**config.mk**
```make
export PLATFORM = sky130hd
export DESIGN_NAME = fsm_alu_seq
export DESIGN_NICKNAME = d
export VERILOG_FILES = /design/src/rtl/fsm_alu_pkg.sv /design/src/rtl/fsm_alu_step.sv /design/src/rtl/fsm_alu_seq.sv
export SDC_FILE = /design/constraint.sdc
export NUM_CORES = 1
export LEC_CHECK = 0
export ABC_AREA = 0
export CORE_ASPECT_RATIO = 1.4
export CORE_MARGIN = 2
export CORE_UTILIZATION = 57
export DETAILED_ROUTE_END_ITERATION = 7
export GPL_ROUTABILITY_DRIVEN = 0
export PLACE_DENSITY_LB_ADDON = 0.2
export SYNTH_ARGS = -nofsm -noshare
export SYNTH_HDL_FRONTEND = slang
export SYNTH_SLANG_ARGS = --single-unit
```
**constraint.sdc**
```tcl
create_clock -name clk -period 2.7 [get_ports clk]
set_clock_uncertainty 0.05 [all_clocks]
set_input_delay 0.54 -clock clk [delete_from_list [all_inputs] [get_ports clk]]
set_output_delay 0.54 -clock clk [all_outputs]
set_load 0.005 [all_outputs]
```
**src/rtl/fsm_alu_pkg.sv**
```systemverilog
// Shared types and constants for the sequenced ALU engine (fsm_alu_seq).
// The optional FSM_ALU_SAT_EN build macro is handled in fsm_alu_step.
package fsm_alu_pkg;

  typedef enum logic [3:0] {
    ST_IDLE,
    ST_LOAD_A,
    ST_LOAD_B,
    ST_ADD,
    ST_SUB,
    ST_SHL,
    ST_OUT_RES,
    ST_OUT_B,
    ST_DONE
  } state_e;

  typedef enum logic [1:0] {
    STEP_NONE,
    STEP_ADD,
    STEP_SUB,
    STEP_SHL
  } step_e;

  localparam int         OP_ADD    = 0;
  localparam int         OP_SUB    = 1;
  localparam int         OP_SHL    = 2;
  localparam logic [2:0] OP_LEGACY = 3'b111;

  // First enabled step strictly after cur in ADD->SUB->SHL order, else OUT_RES.
  function automatic state_e next_step(input state_e cur, input logic [2:0] op_q);
    state_e nxt;
    logic   add_ok;
    logic   sub_ok;
    logic   shl_ok;
    add_ok = (cur == ST_LOAD_B) && op_q[OP_ADD];
    sub_ok = ((cur == ST_LOAD_B) || (cur == ST_ADD)) && op_q[OP_SUB];
    shl_ok = ((cur == ST_LOAD_B) || (cur == ST_ADD) || (cur == ST_SUB)) && op_q[OP_SHL];
    if (add_ok)      nxt = ST_ADD;
    else if (sub_ok) nxt = ST_SUB;
    else if (shl_ok) nxt = ST_SHL;
    else             nxt = ST_OUT_RES;
    return nxt;
  endfunction

endpackage

```
**src/rtl/fsm_alu_step.sv**
```systemverilog
// Combinational single ALU step (ADD / SUB / SHL) for fsm_alu_seq.
// Define FSM_ALU_SAT_EN to make ADD/SUB saturate unsigned instead of wrapping.
module fsm_alu_step
  import fsm_alu_pkg::*;
#(
  parameter int WIDTH     = 8,
  parameter int SHIFT_AMT = 1
) (
  input  step_e              i_sel,
  input  logic [WIDTH-1:0]   i_a,
  input  logic [WIDTH-1:0]   i_b,
  output logic [WIDTH-1:0]   o_a,
  output logic               o_flag
);

  logic [WIDTH:0] w_sum;
  logic [WIDTH:0] w_diff;

  assign w_sum  = {1'b0, i_a} + {1'b0, i_b};
  assign w_diff = {1'b0, i_a} - {1'b0, i_b};

  // The extra MSB of w_sum / w_diff is the carry / borrow respectively.
  always_comb begin
    o_a    = i_a;
    o_flag = 1'b0;
    case (i_sel)
      STEP_ADD: begin
        o_flag = w_sum[WIDTH];
`ifdef FSM_ALU_SAT_EN
        o_a = w_sum[WIDTH] ? '1 : w_sum[WIDTH-1:0];
`else
        o_a = w_sum[WIDTH-1:0];
`endif
      end
      STEP_SUB: begin
        o_flag = w_diff[WIDTH];
`ifdef FSM_ALU_SAT_EN
        o_a = w_diff[WIDTH] ? '0 : w_diff[WIDTH-1:0];
`else
        o_a = w_diff[WIDTH-1:0];
`endif
      end
      STEP_SHL: o_a = i_a << SHIFT_AMT;
      default:  o_a = i_a;
    endcase
  end

endmodule

```
**src/rtl/fsm_alu_seq.sv**
```systemverilog
// Sequenced ALU engine: load A and B, run the op-selected ADD/SUB/SHL steps, emit A then B.
// Build option FSM_ALU_SAT_EN (see fsm_alu_step) selects saturating ADD/SUB.
module fsm_alu_seq
  import fsm_alu_pkg::*;
#(
  parameter int WIDTH     = 8,
  parameter int SHIFT_AMT = 1
) (
  input  logic             clk,
  input  logic             rst,
  input  logic             start,
  input  logic [2:0]       op,
  input  logic             in_valid,
  output logic             in_ready,
  input  logic [WIDTH-1:0] in_data,
  output logic             out_valid,
  input  logic             out_ready,
  output logic [WIDTH-1:0] out_data,
  output logic             out_last,
  output logic             busy,
  output logic             ovf,
  output logic             done
);

  // state | meaning: IDLE wait start, LOAD_A/B take operand, ADD/SUB/SHL one step, OUT_RES/OUT_B beats, DONE pulse
  state_e           r_state;
  logic [WIDTH-1:0] r_a;
  logic [WIDTH-1:0] r_b;
  logic [2:0]       r_op;
  logic [WIDTH-1:0] r_out_data;
  logic             r_ovf;
  logic             r_done;
  logic             r_in_ready;
  logic             r_out_valid;
  logic             r_out_last;
  logic             r_busy;

  state_e           w_state_nxt;
  step_e            w_sel;
  logic [WIDTH-1:0] w_step_a;
  logic             w_step_flag;
  logic [WIDTH-1:0] w_a_nxt;
  logic             w_in_hs;
  logic             w_out_hs;

  assign w_in_hs  = in_valid && r_in_ready;
  assign w_out_hs = out_ready && r_out_valid;

  always_comb begin
    w_sel = STEP_NONE;
    case (r_state)
      ST_ADD:  w_sel = STEP_ADD;
      ST_SUB:  w_sel = STEP_SUB;
      ST_SHL:  w_sel = STEP_SHL;
      default: w_sel = STEP_NONE;
    endcase
  end

  fsm_alu_step #(
    .WIDTH     (WIDTH),
    .SHIFT_AMT (SHIFT_AMT)
  ) u_step (
    .i_sel  (w_sel),
    .i_a    (r_a),
    .i_b    (r_b),
    .o_a    (w_step_a),
    .o_flag (w_step_flag)
  );

  assign w_a_nxt = (r_state == ST_LOAD_A && w_in_hs) ? in_data : w_step_a;

  always_comb begin
    w_state_nxt = r_state;
    case (r_state)
      ST_IDLE:    if (start)    w_state_nxt = ST_LOAD_A;
      ST_LOAD_A:  if (w_in_hs)  w_state_nxt = ST_LOAD_B;
      ST_LOAD_B:  if (w_in_hs)  w_state_nxt = next_step(ST_LOAD_B, r_op);
      ST_ADD,
      ST_SUB,
      ST_SHL:                   w_state_nxt = next_step(r_state, r_op);
      ST_OUT_RES: if (w_out_hs) w_state_nxt = ST_OUT_B;
      ST_OUT_B:   if (w_out_hs) w_state_nxt = ST_DONE;
      ST_DONE:                  w_state_nxt = ST_IDLE;
      default:                  w_state_nxt = ST_IDLE;
    endcase
  end

  // Outputs are registered from the next state so they line up with r_state.
  always_ff @(posedge clk) begin
    if (rst) begin
      r_state     <= ST_IDLE;
      r_a         <= '0;
      r_b         <= '0;
      r_op        <= '0;
      r_out_data  <= '0;
      r_ovf       <= 1'b0;
      r_done      <= 1'b0;
      r_in_ready  <= 1'b0;
      r_out_valid <= 1'b0;
      r_out_last  <= 1'b0;
      r_busy      <= 1'b0;
    end else begin
      r_state <= w_state_nxt;
      r_a     <= w_a_nxt;
      if (r_state == ST_LOAD_B && w_in_hs) r_b <= in_data;
      if (r_state == ST_IDLE && start) begin
        r_op  <= op;
        r_ovf <= 1'b0;
      end else if (w_sel != STEP_NONE) begin
        r_ovf <= r_ovf | w_step_flag;
      end
      case (w_state_nxt)
        ST_OUT_RES: r_out_data <= w_a_nxt;
        ST_OUT_B:   r_out_data <= r_b;
        default:    r_out_data <= r_out_data;
      endcase
      r_in_ready  <= (w_state_nxt == ST_LOAD_A) || (w_state_nxt == ST_LOAD_B);
      r_out_valid <= (w_state_nxt == ST_OUT_RES) || (w_state_nxt == ST_OUT_B);
      r_out_last  <= (w_state_nxt == ST_OUT_B);
      r_busy      <= (w_state_nxt != ST_IDLE);
      r_done      <= (w_state_nxt == ST_DONE);
    end
  end

  assign in_ready  = r_in_ready;
  assign out_valid = r_out_valid;
  assign out_data  = r_out_data;
  assign out_last  = r_out_last;
  assign busy      = r_busy;
  assign ovf       = r_ovf;
  assign done      = r_done;

endmodule

```
==> results.json <==
{
  "core_area_um2": 4500,
  "syn-mean-instance-area_um2": 8.32,
  "gr-total-overflow": 0,
  "crit_type": "reg2reg",
  "fp.dieH_um": 84.9,
  "drc": 0,
  "dp_hpwl_um": 5150,
  "ff2ff_path_depth": 9,
  "cts.root.buffer_cell": "clkbuf_8",
  "finalHoldViolCount": 0,
  "synth_top_cells_by_area": "dfxtp_1 28%, ha_1 9.9%, mux2i_1 4.9%, nor2_1 4.7%, a21oi_1 3.6%",
  "nFillCells": 387,
  "ys_seq_elements": 37,
  "drive_gt1_share_pct": 10.0,
  "cellPowerDensity_nw_per_um2": 552,
  "slew_viol_final": 0,
  "nNetsFinal": 388,
  "crit_path_end_kind": "flop",
  "yosysTopAreaCell": "dfxtp_1",
  "p_int_mw": 1.13,
  "regToRegStartpoint": "r_state[2]$_SDFF_PP0_",
  "die_area_um2": 5240,
  "startpoint_type": "flop",
  "clkPwrFrac_pct": 26.8,
  "worstPathRequired_ns": 2.82,
  "path_clk_slew_ns": 0.07,
  "cts_buffers": 5,
  "htreeDepth": 2,
  "tns_ns": 0,
  "max_freq_mhz": 409,
  "routedWlPerCell_um": 16.6,
  "status": "finished clean",
  "initial_utilization_pct": 59.2,
  "p_seq_share_pct": 37.6,
  "netSwitchingPower_uw": 596,
  "cpPeakStageDelay_ns": 0.45,
  "via_count": 2487,
  "finalPower_mw": 1.73,
  "worstMarginPinSlew_ns": 0.575,
  "drt-pass1-iter-count": 5,
  "synthFlopType": "dfxtp_1",
  "syn_nets": 359,
  "synth_cell_type_count": 64,
  "hold_buffers": 0,
  "finalCriticalPeriod_ns": 2.44,
  "min_from": "out_data[3]$_SDFFE_PP0P_",
  "syn2layout_area_growth_pct": 17.6,
  "via_per_inst": 6.05,
  "worstSkewPairLatency_ns": 0.29,
  "worstPathCellList": "inv_1, or3_1, ha_1, a21oi_1, nand2b_1, a221oi_1, a21oi_1, a22oi_1, o211ai_2",
  "grt_max_degree": 15,
  "synth_edf_count": 0,
  "rows": 29,
  "antenna_left": 0,
  "port_buffers": 29,
  "tritoncts": "yes",
  "grt_pass1_wl_um": 11000,
  "antenna_found_initial": 0,
  "yosysWarnings": 0,
  "comb_power_share_pct": 35.6,
  "io-pin-count": 30,
  "critPathSlowestCell": "or3_1",
  "slew_headroom_pct": 61.7,
  "worst-path-max-fanout": 11,
  "hp-class": "reg2reg",
  "yosys.area.top_type_share_pct": 27.8,
  "min_period_over_period_pct": 90.5,
  "yosysSeqAreaShare_pct": 27.8,
  "die_x_um": 61.8,
  "drt-total-wl_um": 6820,
  "irDropWorstVdd_v": 0.000298,
  "antenna_cells": 0,
  "cts_buffer_depth": 2,
  "worstHoldPathCells": 2,
  "rsz0062_at_grt": "false",
  "drt_iter0_markers": 142,
  "syn-cell-area_um2": 2660,
  "synthCells": 320,
  "synthArstFlopShare_pct": 0,
  "cellLeakagePower_nw": 1.29,
  "track_usage_pct": 27.4,
  "grt_pass1_vias": 2385,
  "setup_viol": 0,
  "cap_violations": 0,
  "clock_sinks": 37,
  "switching_share_pct": 34.5,
  "crit_path_start": "r_state[2]$_SDFF_PP0_",
  "worst_ep_arrival_time_ns": 2.56,
  "crit_path_frequent_cell": "a21oi_1"
}
-- layout by cell type (no fill, tap or decap), drive strengths merged, types with 4 or more instances in the layout --
master          n
o21ai          13
and3b           5
nand2          23
o31ai           4
nor2b           4
nand3          12
nor3            4
mux2i          13
nor2           33
ha             21
inv            24
clkbuf          5
and3            5
a21oi          19
o22ai           7
buf            13
clkdlybuf4s50  29
nand2b         11
dfxtp          37
a221oi          5
a22oi           6
-- synth_stat cells, drive strengths merged, types with 3 or more instances --
cell / n
and3b: 5
nand2: 23
a22oi: 6
o21ai: 13
dfxtp: 37
buf: 9
o22ai: 7
inv: 24
o31ai: 4
a221oi: 5
and3: 5
nor4: 3
nor3: 4
nor3b: 3
nand3: 12
a21o: 3
xor2: 3
nand2b: 11
clkbuf: 11
nor2: 33
ha: 21
a21oi: 19
mux2i: 13
nor2b: 4
-- area by class of cell --
type / count / area, µm² / area share, %
clock inverter: 2 / 35.0 / 1.12
inverter: 24 / 90.1 / 2.88
timing repair buffer: 42 / 388 / 12.4
multi-input combinational: 239 / 1730 / 55.3
tap: 62 / 77.6 / 2.48
sequential: 37 / 742 / 23.7
clock buffer: 5 / 68.8 / 2.20
-- through the flow --
stage	instance area (µm²)	std cells	worst slack [ns]	hold slack, ns	utilization (%)
finish	3130	411	0.257	0.482	69.6
CTS	3130	411	0.205	0.481	69.6
floorplan	2660	320	0.362	0.437	-
global placement	3030	404	0.165	0.463	67.3
detailed placement	3030	404	0.111	0.465	67.3
global route	3130	411	0.0903	0.490	69.6
-- metal layers --
layer	wire, µm	vias up	global-route usage [%]
li1	-	1199	-
met1	2820	1193	32.8
met2	3580	79	48.1
met3	250	16	3.20
met4	174	0	10.3
met5	0	-	0
-- cells by family (layout without fill, tap and decap cells) --
logic type / after synthesis / after routing / synth area share, %
and+or+nand+nor: 113 / 113 / 23.7
AOI/OAI and AO/OA: 85 / 85 / 23.4
buffers and inverters: 44 / 73 / 7.19
DFF: 37 / 37 / 27.8
adders and majority gates: 23 / 23 / 11.4
muxes: 13 / 13 / 4.89
xor gates and xnor gates: 5 / 5 / 1.65
-- worst max-delay path, delay by kind of cell, from the launching register on --
family / cells / cell delay [ns]
and+or+nand+nor: 2 / 0.53
adders and majority gates: 1 / 0.35
buffers and inverters: 1 / 0.09
AOI/OAI and AO/OA: 5 / 0.90
DFF: 1 / 0.41
-- path summary, 6_finish.rpt --
kind	end	slack, ns
worst min register to register	out_data[3]$_SDFFE_PP0P_	0.48
worst max register to register	out_data[3]$_SDFFE_PP0P_	0.26
worst max-delay path	out_data[3]$_SDFFE_PP0P_	0.26
worst min-delay path	out_data[3]$_SDFFE_PP0P_	0.48
-- sequential cells by signal, indices dropped and copies added (netlist names), 3 cells and up --
signal / flops
out_data: 8
r_a: 8
r_state: 4
r_op: 3
r_b: 8
-- power groups by stage --
stage | Sequential, mW | Combinational (mW) | Clock, mW
floorplan | 0.642 | 0.450 | 0
detailed placement | 0.660 | 0.601 | 0
CTS | 0.648 | 0.608 | 0.469
global placement | 0.660 | 0.589 | 0
global route | 0.658 | 0.681 | 0.492
finish | 0.650 | 0.615 | 0.464
-- timing repair --
| action | CTS | global route |
|---|---|---|
| endpoints found under the setup margin | 0 | 2 |
| hold endpoints to repair | 0 | 0 |
| buffers inserted | 0 | 0 |
| gates resized for setup | 0 | 1 |
(Power assumes the default switching activity.)
